==> src/rtl/ex_muldiv_pkg.sv <==
// Shared opcodes, FSM encodings and engine op selector for the ex_muldiv execute stage.
package ex_muldiv_pkg;

  localparam logic [7:0] ALU_ADD  = 8'h01;
  localparam logic [7:0] ALU_SUB  = 8'h02;
  localparam logic [7:0] ALU_AND  = 8'h03;
  localparam logic [7:0] ALU_OR   = 8'h04;
  localparam logic [7:0] ALU_XOR  = 8'h05;
  localparam logic [7:0] ALU_NOT  = 8'h06;
  localparam logic [7:0] ALU_SLL  = 8'h07;
  localparam logic [7:0] ALU_SRL  = 8'h08;
  localparam logic [7:0] ALU_SRA  = 8'h09;
  localparam logic [7:0] ALU_SLT  = 8'h0A;
  localparam logic [7:0] ALU_SLTU = 8'h0B;
  localparam logic [7:0] ALU_MUL  = 8'h0C;
  localparam logic [7:0] ALU_DIVU = 8'h0D;
  localparam logic [7:0] ALU_MFHI = 8'h0E;
  localparam logic [7:0] ALU_MTHI = 8'h0F;

  localparam logic [1:0] EX_IDLE = 2'd0;
  localparam logic [1:0] EX_BUSY = 2'd1;
  localparam logic [1:0] EX_DONE = 2'd2;

  typedef enum logic {MD_MUL = 1'b0, MD_DIVU = 1'b1} md_op_e;

endpackage

==> src/rtl/ex_muldiv_muldiv_unit.sv <==
// Iterative unsigned multiply (shift-add) / divide (restoring) engine, one bit per cycle.
module muldiv_unit
  import ex_muldiv_pkg::*;
#(
  parameter int DATA_W = 16
) (
  input  logic              clk,
  input  logic              rst,
  input  logic              start_i,
  input  logic              op_i,
  input  logic [DATA_W-1:0] a_i,
  input  logic [DATA_W-1:0] b_i,
  input  logic              flush_i,
  output logic              busy_o,
  output logic              done_o,
  output logic [DATA_W-1:0] lo_o,
  output logic [DATA_W-1:0] hi_o
);

  localparam int CNT_W = $clog2(DATA_W);

  logic [1:0]        state_q, state_d;
  logic              op_q, op_d;
  logic [CNT_W-1:0]  cnt_q, cnt_d;
  logic [DATA_W-1:0] b_q, b_d, hi_q, hi_d, lo_q, lo_d;
  logic [DATA_W:0]   mul_sum, div_shift, div_diff;

  // hi:lo doubles as product accumulator (MUL) or remainder:quotient (DIVU)
  always_comb begin
    mul_sum   = {1'b0, hi_q} + (lo_q[0] ? {1'b0, b_q} : '0);
    div_shift = {hi_q, lo_q[DATA_W-1]};
    div_diff  = div_shift - {1'b0, b_q};
    state_d   = state_q;
    op_d      = op_q;
    cnt_d     = cnt_q;
    b_d       = b_q;
    hi_d      = hi_q;
    lo_d      = lo_q;
    case (state_q)
      EX_IDLE: begin
        if (start_i) begin
          op_d = op_i;
          if (op_i == MD_DIVU && b_i == '0) begin
            hi_d    = a_i;
            lo_d    = '1;
            state_d = EX_DONE;
          end else begin
            cnt_d   = '0;
            hi_d    = '0;
            b_d     = (op_i == MD_MUL) ? a_i : b_i;
            lo_d    = (op_i == MD_MUL) ? b_i : a_i;
            state_d = EX_BUSY;
          end
        end
      end
      EX_BUSY: begin
        if (flush_i) begin
          state_d = EX_IDLE;
        end else begin
          if (op_q == MD_DIVU) begin
            if (!div_diff[DATA_W]) begin
              hi_d = div_diff[DATA_W-1:0];
              lo_d = {lo_q[DATA_W-2:0], 1'b1};
            end else begin
              hi_d = div_shift[DATA_W-1:0];
              lo_d = {lo_q[DATA_W-2:0], 1'b0};
            end
          end else begin
            hi_d = mul_sum[DATA_W:1];
            lo_d = {mul_sum[0], lo_q[DATA_W-1:1]};
          end
          cnt_d = cnt_q + 1'b1;
          if (cnt_q == CNT_W'(DATA_W - 1)) state_d = EX_DONE;
        end
      end
      default: state_d = EX_IDLE;
    endcase
  end

  always_ff @(posedge clk or posedge rst) begin
    if (rst) begin
      state_q <= EX_IDLE;
      op_q    <= 1'b0;
      cnt_q   <= '0;
      b_q     <= '0;
      hi_q    <= '0;
      lo_q    <= '0;
    end else begin
      state_q <= state_d;
      op_q    <= op_d;
      cnt_q   <= cnt_d;
      b_q     <= b_d;
      hi_q    <= hi_d;
      lo_q    <= lo_d;
    end
  end

  assign busy_o = (state_q == EX_BUSY);
  assign done_o = (state_q == EX_DONE);
  assign lo_o   = lo_q;
  assign hi_o   = hi_q;

endmodule

==> src/rtl/ex_muldiv.sv <==
// Execute stage: combinational ALU, HI register, and stall control around the iterative mul/div engine.
module ex_muldiv
  import ex_muldiv_pkg::*;
#(
  parameter int DATA_W     = 16,
  parameter int REG_ADDR_W = 4,
  parameter int ALUOP_W    = 8,
  parameter int SHAMT_W    = $clog2(DATA_W)
) (
  input  logic                  clk,
  input  logic                  rst,
  input  logic [ALUOP_W-1:0]    aluOp_i,
  input  logic [DATA_W-1:0]     operand1_i,
  input  logic [DATA_W-1:0]     operand2_i,
  input  logic                  wReg_i,
  input  logic [REG_ADDR_W-1:0] wRegAddr_i,
  input  logic                  flush_i,
  output logic [DATA_W-1:0]     wData_o,
  output logic                  wReg_o,
  output logic [REG_ADDR_W-1:0] wRegAddr_o,
  output logic                  stallReq_o
);

  logic [DATA_W-1:0]  hi_q, hi_d, alu_res, md_lo, md_hi;
  logic [SHAMT_W-1:0] shamt;
  logic               md_busy, md_done, idle, is_mul, is_md, md_start;

  assign shamt    = operand2_i[SHAMT_W-1:0];
  assign is_mul   = (aluOp_i == ALUOP_W'(ALU_MUL));
  assign is_md    = is_mul || (aluOp_i == ALUOP_W'(ALU_DIVU));
  assign idle     = !md_busy && !md_done;
  assign md_start = idle && is_md && !flush_i;

  muldiv_unit #(.DATA_W(DATA_W)) u_muldiv (
    .clk     (clk),
    .rst     (rst),
    .start_i (md_start),
    .op_i    (!is_mul),
    .a_i     (operand1_i),
    .b_i     (operand2_i),
    .flush_i (flush_i),
    .busy_o  (md_busy),
    .done_o  (md_done),
    .lo_o    (md_lo),
    .hi_o    (md_hi)
  );

  always_comb begin
    alu_res = '0;
    case (aluOp_i)
      ALUOP_W'(ALU_ADD):  alu_res = operand1_i + operand2_i;
      ALUOP_W'(ALU_SUB):  alu_res = operand1_i - operand2_i;
      ALUOP_W'(ALU_AND):  alu_res = operand1_i & operand2_i;
      ALUOP_W'(ALU_OR):   alu_res = operand1_i | operand2_i;
      ALUOP_W'(ALU_XOR):  alu_res = operand1_i ^ operand2_i;
      ALUOP_W'(ALU_NOT):  alu_res = ~operand1_i;
      ALUOP_W'(ALU_SLL):  alu_res = operand1_i << shamt;
      ALUOP_W'(ALU_SRL):  alu_res = operand1_i >> shamt;
      ALUOP_W'(ALU_SRA):  alu_res = $signed(operand1_i) >>> shamt;
      ALUOP_W'(ALU_SLT):  alu_res = DATA_W'($signed(operand1_i) < $signed(operand2_i));
      ALUOP_W'(ALU_SLTU): alu_res = DATA_W'(operand1_i < operand2_i);
      ALUOP_W'(ALU_MFHI): alu_res = hi_q;
      default:            alu_res = '0;
    endcase
  end

  // MTHI only lands while idle; a stalled pipeline keeps it away from DONE
  always_comb begin
    hi_d = hi_q;
    if (md_done && !flush_i)                           hi_d = md_hi;
    else if (idle && aluOp_i == ALUOP_W'(ALU_MTHI))    hi_d = operand1_i;
  end

  always_ff @(posedge clk or posedge rst) begin
    if (rst) hi_q <= '0;
    else     hi_q <= hi_d;
  end

  always_comb begin
    wData_o    = '0;
    wReg_o     = 1'b0;
    wRegAddr_o = wRegAddr_i;
    stallReq_o = 1'b0;
    if (rst) begin
      wRegAddr_o = '0;
    end else if (md_busy) begin
      stallReq_o = !flush_i;
    end else if (md_done) begin
      if (!flush_i) begin
        wData_o = md_lo;
        wReg_o  = wReg_i;
      end
    end else if (is_md) begin
      stallReq_o = !flush_i;
    end else begin
      wData_o = alu_res;
      wReg_o  = wReg_i;
    end
  end

endmodule

==> config.mk <==
export PLATFORM = sky130hd
export DESIGN_NAME = ex_muldiv
export DESIGN_NICKNAME = d
export VERILOG_FILES = /design/src/rtl/ex_muldiv_pkg.sv /design/src/rtl/ex_muldiv_muldiv_unit.sv /design/src/rtl/ex_muldiv.sv
export SDC_FILE = /design/constraint.sdc
export NUM_CORES = 1
export LEC_CHECK = 0
export CAP_MARGIN = 10
export CORE_ASPECT_RATIO = 1.4
export CORE_UTILIZATION = 48
export CTS_BUF_LIST = sky130_fd_sc_hd__clkbuf_2
export DETAILED_ROUTE_END_ITERATION = 10
export GPL_ROUTABILITY_DRIVEN = 0
export GPL_TIMING_DRIVEN = 0
export PLACE_DENSITY = 0.78
export SKIP_LAST_GASP = 1
export SYNTH_ARGS = -nofsm -noshare
export SYNTH_HDL_FRONTEND = slang
export SYNTH_SLANG_ARGS = --single-unit
==> constraint.sdc <==
create_clock -name clk -period 10.9 [get_ports clk]
set_input_delay 1.635 -clock clk [delete_from_list [all_inputs] [get_ports clk]]
set_output_delay 1.635 -clock clk [all_outputs]
set_load 0.05 [all_outputs]
-- Yosys cells after proc, flatten, opt, wreduce, memory -nomap -nowiden
Cells that the tools add are included.
- add/sub/neg operators: 5
- magnitude comparators: 2
- equality and inequality tests: 22
- shifts and indexed selects: 3
- mux-type cells: 42
- bitwise gates (word level): 5
- reduce and logical (&&, ||, !) cells: 20
- operators with widths (kind ; count):
    $mux W16 ; 19
    $pmux W16 S12 ; 1
    $eq A8 B4 Y1 const B ; 8
    $pmux W16 S2 ; 2
    $eq A8 B3 Y1 const B ; 4
    $lt A16 B16 Y1 ; 2
    $add A16 B17 Y17 ; 1
    $sub A17 B16 Y17 ; 1
    $add A16 B16 Y16 ; 1
    $and A16 B16 Y16 ; 1
    $eq A8 B2 Y1 const B ; 2
    $logic_not A16 Y1 ; 1
    $mux W4 ; 4
    $not A16 Y16 ; 1
    $or A16 B16 Y16 ; 1
    $shl A16 B4 Y16 ; 1
    $shr A16 B4 Y16 ; 1
    $sshr A16 B4 Y16 ; 1
    $sub A16 B16 Y16 ; 1
    $xor A16 B16 Y16 ; 1
    $mux W1 ; 10
    $eq A8 B1 Y1 const B ; 1
    $mux W2 ; 4
    $pmux W4 S2 ; 1
    other kinds (16) ; 29
- register bits after elaboration: 71
- input port bits: 48
- output and inout port bits: 22

-- Logic depth before layout (Yosys ltp)
Gate-level depths: netlist of run 1.
- depth after elaboration: 7
- gate-level depth with buffers: 13

-- Modules after synthesis
Synthesis of run 1 repeated with hierarchy kept, for this count alone.
- cell total of the unflattened synthesis: 1372
- area total of the unflattened synthesis: 10378.7 um^2
- modules (own cells, without submodules) (module ; instances ; cells each ; area an instance (um^2) ; seq. area each (um^2)):
    ex_muldiv ; 1 ; 781 ; 5441.5 ; 400.4
    muldiv_unit ; 1 ; 591 ; 4937.2 ; 1376.3

-- Worst setup path before layout of run 1
OpenSTA, ideal clock, no wires.
- kind: input to output
- from: input operand2_i[2]
- to: output wData_o[14]
- arrival time: 5.159 ns
- required time: 9.265 ns
- path slack: 4.106 ns
- stages on the path: 12
- cell sequence: buf_2 > inv_2 > buf_1 > ha_1 > a21oi_1 > o21bai_1 > a2111oi_0 > nor3_1 > o21ai_0 > o21ai_0 > nand2b_1 > a221oi_1
- cells in the longest elaborated chain, start to end: 6
- elaborated cells on any way between the ends: 10
- those cells by class: add/sub (2); shift (3); mux (5)
- RTL lines (what ; line ; text):
    start: declaration ; ex_muldiv.sv:14 ; input logic [DATA_W-1:0] operand2_i,
    $sub A16 B16 Y16, or another cell as far along ; ex_muldiv.sv:52 ; ALUOP_W'(ALU_SUB): alu_res = operand1_i - operand2_i;
    $pmux W16 S12 * ; ex_muldiv.sv:50 ; case (aluOp_i)
    $mux W16 * ; ex_muldiv.sv:93 ; end else if (is_md) begin
    $mux W16 * ; ex_muldiv.sv:88 ; end else if (md_done) begin
    $mux W16 * ; ex_muldiv.sv:86 ; end else if (md_busy) begin
    $mux W16 * ; ex_muldiv.sv:84 ; if (rst) begin
    end: declaration ; ex_muldiv.sv:18 ; output logic [DATA_W-1:0] wData_o,
Every way passes the cells marked *; elsewhere a longest branch is shown, timed or not.

-- Worst setup path in the final report of run 1
Same ends and word-level chain as after synthesis.

==> impl_metrics.json, run 1 <==
{
  "powerDensity_nw_per_um2": 131,
  "finalCriticalPeriod_ns": 8.50,
  "max_clock_freq_ghz": 0.118,
  "p_sw_uw": 741,
  "tritoncts": "built",
  "finalCritPeriodShare_pct": 77.9,
  "drc": 0,
  "clock_skew_ns": 0.0349,
  "seq_area_frac_synth_pct": 17.7,
  "n_fill_cell": 1922,
  "async_flop_share_pct": 100,
  "worstPathArrival_ns": 6.86,
  "wl_um": 41500,
  "ir_worst_vdd_v": 0.0000618,
  "antenna_found_initial": 3,
  "io_pins": 70,
  "firstDrtPassIters": 6,
  "end_kind": "output port",
  "cts-root-buf": "clkbuf_2",
  "die_area_um2": 21500,
  "seqPwrFrac_pct": 28.2,
  "crit_type": "input pin to output port",
  "crit_chain": "clkdlybuf4s50_1, buf_2, inv_2, buf_1, ha_1, a21oi_1, o21bai_1, a2111oi_0, nor3_1, o21ai_0, o21ai_0, nand2b_1, a221oi_1, clkdlybuf4s50_1",
  "synth.most_common_cell": "nor2_1",
  "clkTransAtPathRegs_ns": 0.22,
  "ant_nets": 0,
  "cts_resized": 0,
  "start_util_pct": 48.9,
  "crit_fanout": 11,
  "power.share.switching_pct": 50.4,
  "synth.area.top_cells": "dfrtp_1, ha_1, a21oi_1",
  "track_usage_pct": 38.5,
  "yosysTopAreaCell": "dfrtp_1",
  "required_ns": 9.27,
  "netlist_instances": 1375,
  "tns_ns": 0,
  "rsz0062_at_grt": "false",
  "numCtsBuffers": 9,
  "dp.final_hpwl_um": 31800,
  "grt_pass1_vias": 11600,
  "post_drt_via_cell_ratio": 6.92,
  "critPathMaxStageDelay_ns": 1.00,
  "p_leak_nw": 4.70,
  "p_int_uw": 728,
  "gr-total-overflow": 0,
  "cpLargestDelayFamily": "buffers and inverters",
  "avgRoutedWirePerCell_um": 24.1,
  "synth-edff-count": 0,
  "nets": 1598,
  "clock_path_buffers": 2,
  "grt_max_degree": 67,
  "yosysWarnings": 0,
  "htree_levels": 3,
  "io_buffers": 67,
  "netlist_area_um2": 10100,
  "comb_power_share_pct": 62.0,
  "vias": 11900,
  "ys_ff_latch": 71,
  "hold_buffers": 0,
  "clkSinkCount": 71,
  "area_growth_pct": 11.3,
  "synth_flop_cell": "dfrtp_1",
  "worstHoldPathType": "flip-flop to flip-flop",
  "avgSynthCellArea_um2": 7.32,
  "slew_headroom_pct": 4.07,
  "outcome": "finished clean",
  "die_h_um": 173,
  "p_clk_share_pct": 9.8,
  "drive_above_1_share_pct": 6.98,
  "maxSlewViolCount": 0,
  "post_cts.repair.setup_buffers": 0,
  "drtIter0Drc": 1771,
  "crit_slowest_cell": "a2111oi_0",
  "grt_pass1_wl_um": 64700,
  "die_w_um": 124,
  "max_cap_violations": 0,
  "yosys-top-cells-count": "nor2_1, a21oi_1, nand2_1, o21ai_0, ha_1",
  "finalSetupViolations": 0,
  "clkLatencyLatePin_ns": 0.59,
  "core_um2": 20600,
  "finalHoldViolations": 0,
  "yosysTopAreaCellShare_pct": 17.7,
  "cp_num_buf_inv": 5,
  "rows": 62,
  "crit_path_start_kind": "input pin",
  "worst_pin_slew_ns": 1.43,
  "ys_types": 76,
  "syn-num-nets": 1517,
  "finish.utilization_pct": 54.5
}
-- metrics by stage --
stage               setup slack (ns)  area (um^2)  power [mW]  hold WS, ns  std cells
floorplan                       4.11        10100        1.03        0.452       1375
global placement                2.64        11000        1.27        0.490       1698
detailed placement              2.64        11100        1.29        0.485       1701
CTS                             2.63        11200        1.43        0.515       1717
global route                    2.25        11200        1.56        0.560       1718
finish                          2.40        11200        1.47        0.519       1720
-- power by group through the flow --
stage | Combinational [mW] | Clock, mW | Sequential [mW]
detailed placement | 0.883 | 0 | 0.410
global route | 0.988 | 0.150 | 0.418
CTS | 0.886 | 0.140 | 0.407
global placement | 0.859 | 0 | 0.411
finish | 0.911 | 0.144 | 0.414
floorplan | 0.658 | 0 | 0.376
-- per-layer routing --
layer,global-route usage [%],part of all wire [%],vias up
li1,-,-,5217
met5,0.226,0.031,-
met3,9.69,12,314
met2,60.9,44,925
met4,35.9,11,2
met1,42.0,33,5436
-- flip-flops by register name, indices dropped and copies added (netlist names) --
register          count
u_muldiv.b_q         16
u_muldiv.cnt_q        4
hi_q                 16
u_muldiv.lo_o        16
u_muldiv.hi_o        16
u_muldiv.op_q         1
u_muldiv.state_q      2
-- worst paths after layout --
kind / startpoint / endpoint / slack, ns / depth (start not counted)
max: operand2_i[2] / wData_o[14] / 2.40 / 14
min: u_muldiv.cnt_q[3] / u_muldiv.cnt_q[3] / 0.52 / 1
max reg2reg: u_muldiv.lo_o[15] / u_muldiv.hi_o[15] / 7.41 / 13
min reg2reg: u_muldiv.cnt_q[3] / u_muldiv.cnt_q[3] / 0.52 / 1
max in group asynchronous: rst / hi_q[4] / 8.88 / 3
min in group asynchronous: rst / u_muldiv.state_q[1] / 1.44 / 2
-- placed cells by master, fill, tap and decap left out, types with 13 or more instances in the layout --
master,count
and2_1,22
a21oi_1,135
a21o_1,16
mux2i_1,31
o21ai_0,95
a221oi_1,17
nor3_1,43
mux2_2,25
nand2_1,122
dfrtp_1,71
buf_2,17
a211oi_1,37
inv_1,79
nand2b_1,15
clkdlybuf4s50_1,67
ha_1,90
o31ai_1,13
o211ai_1,14
nand3_1,27
xnor2_1,14
and3_1,15
o21a_1,14
a31oi_1,30
clkbuf_1,68
nor2_1,149
-- area by class of cell --
class | count | area (um^2) | share of cell area [%]
Timing Repair Buffer | 70 | 716 | 6.39
Tap cell | 256 | 320 | 2.86
Inverter | 83 | 314 | 2.80
Multi-Input combinational cell | 1121 | 7540 | 67.3
Sequential cell | 71 | 1780 | 15.9
Clock inverter | 7 | 47.5 | 0.425
Antenna cell | 3 | 7.51 | 0.0670
Buffer | 100 | 433 | 3.87
Clock buffer | 9 | 45.0 | 0.402
-- kinds of logic (layout without fill, tap and decap cells) --
kind of cell    count (synthesis)  count (layout)  share of synthesized area, %
compound gates                482             482                          31.2
simple gates                  457             457                          21.8
buf+inv                       183             269                          7.40
fa+ha+maj                      94              94                          12.0
flops                          71              71                          17.7
mux                            65              65                          7.90
xor+xnor                       23              23                          2.00
other cells                     0               3                             0
(Power assumes the default switching activity.)
==> run 2, diff against run 1 <==
- clock period: 10.9 -> 7.92 ns (I/O delays scaled with it)
==> results of run 2 <==
The final DEF is identical to that of run 1. Status: finished clean.
Among the figures that moved: setup slack after placement 2.64 ns -> 0.556 ns; setup slack after layout 2.40 ns -> 0.318 ns; register-to-register setup slack 7.41 ns -> 4.43 ns; total power 1.47 mW -> 2.02 mW; worst IR drop on VDD 0.0000618 V -> 0.0000850 V
==> run 3, diff against run 2 <==
- clock period: 7.92 -> 8.4 ns (I/O delays scaled with it)
==> results of run 3 <==
The final DEF is identical to that of run 1. Status: finished clean.
Among the figures that moved: setup slack after placement 2.64 ns -> 0.892 ns; setup slack after layout 2.40 ns -> 0.654 ns; register-to-register setup slack 7.41 ns -> 4.91 ns; total power 1.47 mW -> 1.91 mW; worst IR drop on VDD 0.0000618 V -> 0.0000802 V
